===== src/rtl/icache_pkg.sv =====
// icache_pkg: shared state encoding, address-field record and width helpers
// for the instruction-cache fill block.
package icache_pkg;

    typedef enum logic {
        IDLE   = 1'b0,
        REFILL = 1'b1
    } fill_state_t;

    // Address fields are carried zero-extended in a fixed-width record so the
    // type does not depend on the cache geometry; users slice the low bits.
    localparam int unsigned FIELD_W = 64;

    typedef struct packed {
        logic [FIELD_W-1:0] tag;
        logic [FIELD_W-1:0] idx;
        logic [FIELD_W-1:0] word;
    } addr_fields_t;

    function automatic int unsigned word_width(input int unsigned words_per_line);
        return $clog2(words_per_line);
    endfunction

    function automatic int unsigned off_width(input int unsigned words_per_line);
        return $clog2(words_per_line) + 2;
    endfunction

    function automatic int unsigned idx_width(input int unsigned num_sets);
        return $clog2(num_sets);
    endfunction

    function automatic int unsigned tag_width(input int unsigned addr_w,
                                              input int unsigned num_sets,
                                              input int unsigned words_per_line);
        return addr_w - off_width(words_per_line) - idx_width(num_sets);
    endfunction

endpackage


===== src/rtl/icache_line_store.sv =====
// icache_line_store: tag, valid and data arrays of the direct-mapped cache.
// Combinational read port; registered write port. Only the valid bits reset.
module icache_line_store
    import icache_pkg::*;
#(
    parameter int unsigned NUM_SETS       = 16,
    parameter int unsigned WORDS_PER_LINE = 4,
    parameter int unsigned IDX_W          = 4,
    parameter int unsigned WORD_W         = 2,
    parameter int unsigned TAG_W          = 24
) (
    input  logic              clk,
    input  logic              rst,
    input  logic [IDX_W-1:0]  rd_idx,
    input  logic [WORD_W-1:0] rd_word,
    output logic [TAG_W-1:0]  rd_tag,
    output logic              rd_valid,
    output logic [31:0]       rd_data,
    input  logic              data_we,
    input  logic [IDX_W-1:0]  wr_idx,
    input  logic [WORD_W-1:0] wr_word,
    input  logic [31:0]       wr_data,
    input  logic              tag_we,
    input  logic [TAG_W-1:0]  wr_tag,
    input  logic              set_valid,
    input  logic              clear_all
);

    logic [31:0]      data_mem [NUM_SETS][WORDS_PER_LINE];
    logic [TAG_W-1:0] tag_mem  [NUM_SETS];
    logic [NUM_SETS-1:0] valid_q;

    assign rd_data  = data_mem[rd_idx][rd_word];
    assign rd_tag   = tag_mem[rd_idx];
    assign rd_valid = valid_q[rd_idx];

    // Data and tag writes from the refill engine; contents are not reset.
    always_ff @(posedge clk) begin
        if (data_we) begin
            data_mem[wr_idx][wr_word] <= wr_data;
        end
        if (tag_we) begin
            tag_mem[wr_idx] <= wr_tag;
        end
    end

    // Valid bits: bulk clear takes priority over marking a freshly filled line.
    always_ff @(posedge clk or posedge rst) begin
        if (rst) begin
            valid_q <= '0;
        end else if (clear_all) begin
            valid_q <= '0;
        end else if (set_valid) begin
            valid_q[wr_idx] <= 1'b1;
        end
    end

endmodule


===== src/rtl/icache_fill.sv =====
// icache_fill: direct-mapped instruction cache with single-line refill engine.
// Hits return combinationally; misses stall while the line is fetched word
// by word over a req/valid memory interface.
// Optional macro ICACHE_STATS_EN adds saturating hit_count/miss_count ports.
module icache_fill
    import icache_pkg::*;
#(
    parameter int unsigned NUM_SETS       = 16,
    parameter int unsigned WORDS_PER_LINE = 4,
    parameter int unsigned ADDR_W         = 32
) (
    input  logic              clk,
    input  logic              rst,
    input  logic [ADDR_W-1:0] PC,
    input  logic              flush,
    output logic [31:0]       instr,
    output logic              stall,
    output logic              mem_req,
    output logic [ADDR_W-1:0] mem_addr,
    input  logic              mem_valid,
    input  logic [31:0]       mem_rdata
`ifdef ICACHE_STATS_EN
   ,output logic [31:0]       hit_count,
    output logic [31:0]       miss_count
`endif
);

    localparam int unsigned OFF_W     = off_width(WORDS_PER_LINE);
    localparam int unsigned IDX_W     = idx_width(NUM_SETS);
    localparam int unsigned TAG_W     = tag_width(ADDR_W, NUM_SETS, WORDS_PER_LINE);
    localparam int unsigned WORD_W    = word_width(WORDS_PER_LINE);
    localparam int unsigned LAST_BEAT = WORDS_PER_LINE - 1;

    function automatic addr_fields_t split_addr(input logic [ADDR_W-1:0] a);
        addr_fields_t f;
        f      = '0;
        f.tag  = FIELD_W'(a[ADDR_W-1:OFF_W+IDX_W]);
        f.idx  = FIELD_W'(a[OFF_W+IDX_W-1:OFF_W]);
        f.word = FIELD_W'(a[OFF_W-1:2]);
        return f;
    endfunction

    fill_state_t       state, state_nx;
    logic [ADDR_W-1:0] miss_addr;
    logic [ADDR_W-1:0] line_base;
    logic [WORD_W-1:0] beat;
    logic              flush_pend;
    logic              boot;
    addr_fields_t      pc_f, miss_f;

    logic [TAG_W-1:0]  rd_tag;
    logic              rd_valid;
    logic [31:0]       rd_data;
    logic              hit;
    logic              miss_start;
    logic              beat_acc;
    logic              last_beat;
    logic              tag_we;
    logic              set_valid;
    logic              clear_all;

    assign pc_f      = split_addr(PC);
    assign miss_f    = split_addr(miss_addr);
    assign line_base = {PC[ADDR_W-1:OFF_W], {OFF_W{1'b0}}};

    assign hit   = ~rst & ~flush & (state == IDLE) & rd_valid
                 & (rd_tag == pc_f.tag[TAG_W-1:0]);
    assign stall = ~rst & ~hit;
    assign instr = rst ? '0 : rd_data;

    icache_line_store #(
        .NUM_SETS       (NUM_SETS),
        .WORDS_PER_LINE (WORDS_PER_LINE),
        .IDX_W          (IDX_W),
        .WORD_W         (WORD_W),
        .TAG_W          (TAG_W)
    ) u_store (
        .clk       (clk),
        .rst       (rst),
        .rd_idx    (pc_f.idx[IDX_W-1:0]),
        .rd_word   (pc_f.word[WORD_W-1:0]),
        .rd_tag    (rd_tag),
        .rd_valid  (rd_valid),
        .rd_data   (rd_data),
        .data_we   (beat_acc),
        .wr_idx    (miss_f.idx[IDX_W-1:0]),
        .wr_word   (beat),
        .wr_data   (mem_rdata),
        .tag_we    (tag_we),
        .wr_tag    (miss_f.tag[TAG_W-1:0]),
        .set_valid (set_valid),
        .clear_all (clear_all)
    );

    // Next-state and array-control decode for the refill FSM.
    always_comb begin
        state_nx   = state;
        miss_start = 1'b0;
        beat_acc   = 1'b0;
        last_beat  = 1'b0;
        tag_we     = 1'b0;
        set_valid  = 1'b0;
        clear_all  = 1'b0;
        case (state)
            IDLE: begin
                if (flush) begin
                    clear_all = 1'b1;
                end
                // The first cycle after reset release never launches a refill.
                if (!hit && !boot) begin
                    miss_start = 1'b1;
                    state_nx   = REFILL;
                end
            end
            REFILL: begin
                if (mem_valid) begin
                    beat_acc = 1'b1;
                    if (beat == WORD_W'(LAST_BEAT)) begin
                        last_beat = 1'b1;
                        tag_we    = 1'b1;
                        // A flush seen anywhere in the refill, including this
                        // final edge, leaves the line invalid and wipes all sets.
                        set_valid = ~(flush_pend | flush);
                        clear_all = flush_pend | flush;
                        state_nx  = IDLE;
                    end
                end
            end
            default: state_nx = IDLE;
        endcase
    end

    // State register, refill address/beat tracking and pending-flush flag.
    always_ff @(posedge clk or posedge rst) begin
        if (rst) begin
            state      <= IDLE;
            mem_req    <= 1'b0;
            mem_addr   <= '0;
            miss_addr  <= '0;
            beat       <= '0;
            flush_pend <= 1'b0;
            boot       <= 1'b1;
        end else begin
            state <= state_nx;
            boot  <= 1'b0;
            if (miss_start) begin
                miss_addr <= line_base;
                mem_req   <= 1'b1;
                mem_addr  <= line_base;
                beat      <= '0;
            end
            if (state == REFILL) begin
                if (flush) begin
                    flush_pend <= 1'b1;
                end
                if (beat_acc) begin
                    beat     <= beat + 1'b1;
                    mem_addr <= mem_addr + ADDR_W'(4);
                end
                if (last_beat) begin
                    mem_req    <= 1'b0;
                    flush_pend <= 1'b0;
                end
            end
        end
    end

`ifdef ICACHE_STATS_EN
    // Saturating hit and miss counters.
    always_ff @(posedge clk or posedge rst) begin
        if (rst) begin
            hit_count  <= '0;
            miss_count <= '0;
        end else begin
            if (hit && (hit_count != '1)) begin
                hit_count <= hit_count + 32'd1;
            end
            if (miss_start && (miss_count != '1)) begin
                miss_count <= miss_count + 32'd1;
            end
        end
    end
`endif

endmodule


===== config.mk =====
export PLATFORM = sky130hd
export DESIGN_NAME = icache_fill
export DESIGN_NICKNAME = d
export VERILOG_FILES = /design/src/rtl/icache_pkg.sv /design/src/rtl/icache_line_store.sv /design/src/rtl/icache_fill.sv
export SDC_FILE = /design/constraint.sdc
export NUM_CORES = 2
export LEC_CHECK = 0
export BUFFER_PORTS_ARGS = -buffer_cell sky130_fd_sc_hd__buf_2
export CAP_MARGIN = 20
export CELL_PAD_IN_SITES_DETAIL_PLACEMENT = 1
export CELL_PAD_IN_SITES_GLOBAL_PLACEMENT = 2
export CORE_ASPECT_RATIO = 0.7
export CORE_UTILIZATION = 45
export DETAILED_ROUTE_END_ITERATION = 10
export GPL_ROUTABILITY_DRIVEN = 0
export PLACE_DENSITY_LB_ADDON = 0.3
export SYNTH_ARGS = -nofsm -noshare
export SYNTH_HDL_FRONTEND = slang
export SYNTH_SLANG_ARGS = --single-unit

===== constraint.sdc =====
create_clock -name clk -period 7.98 [get_ports clk]
set_input_delay 1.197 -clock clk [delete_from_list [all_inputs] [get_ports clk]]
set_output_delay 1.197 -clock clk [all_outputs]
set_load 0.02 [all_outputs]

# Word-level counts from Yosys, hierarchy flattened
# Memories as Yosys holds them, arrays and structs flattened.
# Index checks and enable logic that the tools add are counted.
dict set report word_totals {
  ff_bits 82
  mem_bits_rw 2432
  in_bits 68
  output_inout_bits 66
  word_cells 86
  memories 2
}
dict set report classes {
  n_addsub 2
  n_lt_le_gt_ge 6
  eq_ne 2
  muxes 44
  bitwise_logic 14
  n_reduce_logical 8
}
# name depth width rd rd_clocked_by_memory_dff write_ports line_no
set mem_list {}
lappend mem_list {u_store.data_mem 16 128 1 0 1 icache_line_store.sv:29} ;# logic [31:0] data_mem [NUM_SETS][WORDS_PER_LINE];
lappend mem_list {u_store.tag_mem 16 24 1 0 1 icache_line_store.sv:30} ;# logic [TAG_W-1:0] tag_mem [NUM_SETS];
# op count
set ops {}
lappend ops {{two-way mux 32 bit} 7}
lappend ops {{two-way mux 128 bit} 1}
lappend ops {{binary-select mux 32 bit (select 2 bit)} 1}
lappend ops {{demux 32 bit (select 2 bit)} 1}
lappend ops {{adder 32 x 3 -> 32 bit, second input constant} 1}
lappend ops {{two-way mux 16 bit} 2}
lappend ops {{two-way mux 1 bit} 25}
lappend ops {{== test 24 bit} 1}
lappend ops {{bitwise OR 16 bit} 1}
lappend ops {{less-than comparator 4 x 5 -> 1 bit, second input constant} 2}
lappend ops {{greater-or-equal comparator 3 bit, second input constant} 2}
lappend ops {{two-way mux 2 bit} 3}
lappend ops {{NOT 2 -> 3 bit} 2}
lappend ops {{AND 1 bit} 5}
lappend ops {{NOT 1 bit} 5}
lappend ops {{binary-select mux 1 bit (select 4 bit)} 1}
lappend ops {{demux 1 bit (select 4 bit)} 1}
lappend ops {{greater-or-equal comparator 4 x 1 -> 1 bit, second input constant} 1}
lappend ops {{one-hot mux 1 bit (2 select lines)} 2}
lappend ops {{nonzero test 2 bit} 2}
lappend ops {{logical AND 1 bit} 3}
lappend ops {{less-than comparator 3 x 1 -> 1 bit, second input constant} 1}
lappend ops {{adder 2 x 1 -> 2 bit, second input constant} 1}
lappend ops {{== test 2 bit, second input constant} 1}
lappend ops {{other kinds (3)} 4}

# Longest topological paths before layout
dict set report depth {
  word_depth 12
  ltp_mapped 16
  depth_no_buf 9
}

# Hierarchy
# From an unflattened synthesis, not the netlist that was laid out.
dict set report unflattened {
  cells_unflattened 4431
  hier_area_um2 97234.5
}
# mod instances cells_per_inst area_per_inst_um2 seq_area_each_um2
set by_module_without_submodules {}
lappend by_module_without_submodules {icache_line_store 1 4051 93659.8 73430.4}
lappend by_module_without_submodules {icache_fill 1 380 3574.7 1652.8}

# Worst setup path before layout
# Ideal clock, no wire load.
dict set report synth_timing {
  path_kind {input to output}
  start {in rst}
  end {out instr[19]}
  t_arrival_ns 4.291
  required_ns 6.783
  slack_ns 2.492
  stages 3
  n_path_buf 1
  cell_sequence {inv_1 -> clkbuf_1 -> and2_1}
}
dict set report synth_between {
  elab_chain_cells 1
}
# element line_no
set synth_rtl {}
lappend synth_rtl {{from (decl)} icache_fill.sv:13} ;# input logic rst,
lappend synth_rtl {{two-way mux 32 bit} icache_fill.sv:69} ;# assign instr = rst ? '0 : rd_data;
lappend synth_rtl {{to (decl)} icache_fill.sv:16} ;# output logic [31:0] instr,
# Every way passes these cells.

# Worst setup path after layout
dict set report layout_timing {
  start {in PC[4]}
  end {out stall}
}
dict set report layout_between {
  elab_chain_cells 6
  elab_cells_between_ends 8
  cone_classes {eq/ne: 1; mux: 2; bitwise: 4; memory: 1}
}
# element line_no
set layout_rtl {}
lappend layout_rtl {{from (decl)} icache_fill.sv:14} ;# input logic [ADDR_W-1:0] PC,
lappend layout_rtl {{branches (longest 3 deep; another with memory read (16 x 24 bit))} -}
lappend layout_rtl {{AND 1 bit (*)} icache_fill.sv:67} ;# & (rd_tag == pc_f.tag[TAG_W-1:0]);
lappend layout_rtl {{NOT 1 bit (*)} icache_fill.sv:68} ;# assign stall = ~rst & ~hit;
lappend layout_rtl {{AND 1 bit (*)} icache_fill.sv:68}
lappend layout_rtl {{to (decl)} icache_fill.sv:17} ;# output logic stall,
# Every way passes the cells marked *. The select of a mux whose other input is x is not followed.

==> run metrics <==
most common cell after layout, fill and taps aside=edfxtp_1; cell area power density=267.3 nW/µm²; total die area=218300 µm²; max-cap violations=0; post-synthesis sequential area ratio=77.10%; vias=46580; First-pass DRT Iterations=5; Vias/cell=6.130; Core Rows=142; WL met1=113.4 mm; Worst Setup Slack, final=1.945 ns; WL met2=114.6 mm; Max Used Layer=met5; Core ar.=214400 µm²; Post-Layout Inst Area=110700 µm²; Int Pwr=22470 µW; Seq cells post-synth=2514; syn_area_per_cell=23.14 µm²; worst skew pair latency=0.89 ns; Net Sw Frac=24.06%; DRT antenna net count=0; Hold WC Path Type=flip-flop to flip-flop; # nets final=4591; Final setup viols=0; 1st-iter DRT viols=5876; setup TNS=0 ns; Power Total=29590 µW; peak supply drop=222.2 µV; Final period util=75.63%; clock sinks=2514; P_leak=0.03481 µW; GRT Util Overall=23.66%; CP startpoint kind=primary input; CTS tree=done; Rel. slew slack=32.60%; area grow syn2layout=13.68%; met3 wire length=24.23 mm; worst-case clock buffer depth=4; gate count of the mapped netlist=4208; postcts setup bufs=0; cts repair resizes=0; Reg clk slew, reported paths=0.06 ns; first-pass GRT wire length=360.9 mm; share of cells above drive strength 1=31.58%; Critical Path RT=6.78 ns; synthesized area=97390 µm²; worst slew pin tran=1.011 ns; Post-synth EDFFs=2432; number of global-route vias before repair=47110; Fin Clk Skew=0.07701 ns; total congestion overflow=0; min Tclk post-route=6.035 ns; CTS Hold Bufs=0; run status=finished clean; RSZ-0062 raised after global routing=false; num ports=134; DIE WIDTH=558.0 µm; mean routed wirelength per cell=33.92 µm; CP Max Fanout=57; DP Wirelength=139.4 mm; ys flop type=edfxtp_1; final hold slack=0.4901 ns; YS warnings=0; Starting Density=45.41%; syn_nets=4281; initial antenna violation count=20; final WL=257.7 mm; Gate power share=9.0%; share of flip-flops with an asynchronous set or reset=3.262%; Placed Area=102500 µm²; final slew viol count=0; commonest cells after routing, fill and taps aside=edfxtp_1 (2432), mux4_2 (738), clkbuf_16 (240); Sequential Power Share=53.2%; Die Height=391.2 µm; dpl ws=1.940 ns; Setup Crit Path Kind=primary input to output pin; H-tree depth=4; Max Freq=0.1657 GHz; DRC=0; clk root buf=clkbuf_16; slowest stage cell, crit path=a211oi_1; Critical Path AT=4.84 ns; pin count of the biggest net entering global routing=112; cts bufs inserted=238; Port Buffers=131; crit-path cells=buf_8 > buf_4 > mux4_2 > xnor2_1 > o21ai_0 > nand3_1 > a211oi_1 > nor4b_4 > a31oi_1 > buf_2; Fin. Hold Viols=0; Yosys cell types=73; Setup crit end kind=output pin; Clk pwr share=37.7%; switching power=7118 µW; Largest stage delay, worst path=0.64 ns
routing by layer:
layer | GRT usage (%) | up-vias
li1 | - | 18560
met1 | 36.56 | 25580
met2 | 34.44 | 2125
met3 | 5.347 | 308
met4 | 5.208 | 6
met5 | 0 | -
power by group through the flow:
stage / sequential (µW) / combinational [µW] / clock, µW
after detailed placement: 16000 / 2630 / 0
final: 15800 / 2670 / 11200
after CTS: 15800 / 2640 / 11400
after floorplan: 15900 / 1410 / 0
after global routing: 15800 / 2830 / 11800
after global placement: 16000 / 2580 / 0
path summary, 6_finish.rpt:
check	to	slack (ns)	depth (start not counted)	startpoint
min in group asynchronous	u_store.valid_q[5]$_DFFE_PP0P_	0.66	2	rst
hold reg to reg	mem_req$_DFF_PP0_	0.49	2	mem_req$_DFF_PP0_
hold / removal	mem_req$_DFF_PP0_	0.49	2	mem_req$_DFF_PP0_
setup reg to reg	mem_addr[10]$_DFF_PP0_	4.01	9	u_store.tag_mem[0][17]$_DFFE_PP_
setup / recovery	stall	1.94	10	PC[4]
max in group asynchronous	mem_addr[9]$_DFF_PP0_	5.99	3	rst
worst max-delay path, delay by kind of cell:
kind / cells / cell delay, ns
buf+inv: 3 / 1.10
mux: 1 / 0.61
simple gates: 2 / 0.72
compound gates: 3 / 1.00
xor+xnor: 1 / 0.16
layout make-up:
class / count / area (µm²)
fillers: 18490 / 103700
flip-flops and latches: 2514 / 75080
multi-input cells: 1442 / 21750
clock buffers: 288 / 6236
well taps: 2880 / 3603
repair buffers: 298 / 2570
clock inverters: 146 / 1350
inverters: 24 / 92.59
diodes: 7 / 17.52
Yosys cell counts, types with 4 or more instances:
| library cell | count | share of area, % |
|---|---|---|
| nand2_1 | 101 | 0.39 |
| nor4_1 | 4 | 0.026 |
| o22ai_1 | 7 | 0.045 |
| o31ai_1 | 4 | 0.031 |
| a221oi_1 | 4 | 0.036 |
| xnor2_1 | 23 | 0.21 |
| nand3_1 | 29 | 0.15 |
| buf_4 | 14 | 0.11 |
| and2_1 | 30 | 0.19 |
| buf_2 | 71 | 0.36 |
| nor3_1 | 16 | 0.082 |
| clkbuf_1 | 108 | 0.42 |
| inv_1 | 22 | 0.085 |
| nor2b_1 | 22 | 0.14 |
| a211o_1 | 5 | 0.045 |
| a211oi_1 | 24 | 0.19 |
| a21o_1 | 5 | 0.039 |
| nand4_1 | 6 | 0.039 |
| nand2b_1 | 4 | 0.026 |
| buf_6 | 7 | 0.081 |
| o21ai_0 | 21 | 0.11 |
| a31oi_1 | 19 | 0.12 |
| mux2_2 | 24 | 0.28 |
| a22oi_1 | 20 | 0.15 |
| dfrtp_1 | 81 | 2.1 |
| ha_1 | 5 | 0.064 |
| o221ai_1 | 7 | 0.063 |
| o211ai_1 | 5 | 0.039 |
| and3_1 | 11 | 0.071 |
| buf_1 | 26 | 0.10 |
| a21oi_1 | 28 | 0.14 |
| nor2_1 | 135 | 0.52 |
| mux4_2 | 738 | 17 |
| xor2_1 | 11 | 0.099 |
| mux2i_1 | 76 | 0.78 |
| edfxtp_1 | 2432 | 75 |
| a41oi_1 | 7 | 0.063 |
through the flow:
stage,instances,utilization (%)
after floorplan,4208,-
after global placement,7125,47.78
after detailed placement,7126,47.78
after CTS,7560,51.32
after global routing,7593,51.62
final,7599,51.62
cells by family (layout without fill, tap and decap cells):
group / Yosys count / count (layout) / synth area share, %
buffers and inverters: 252 / 756 / 1.194
adder cells (fa/ha/maj): 5 / 5 / 0.06424
AO/OA/AOI/OAI: 186 / 186 / 1.372
multiplexers: 839 / 839 / 18.14
other: 1 / 8 / 0.003851
XOR/XNOR: 34 / 34 / 0.3058
flip-flops: 2514 / 2514 / 77.10
AND/OR/NAND/NOR: 377 / 377 / 1.826
state kept, by name, summed over array words and instances (netlist names):
signal            cells
u_store.data_mem   2048
miss_addr            28
state                 1
u_store.tag_mem     384
mem_addr             32
flush_pend            1
boot                  1
beat                  2
mem_req               1
u_store.valid_q      16
Power figures use the tool's default switching activity.
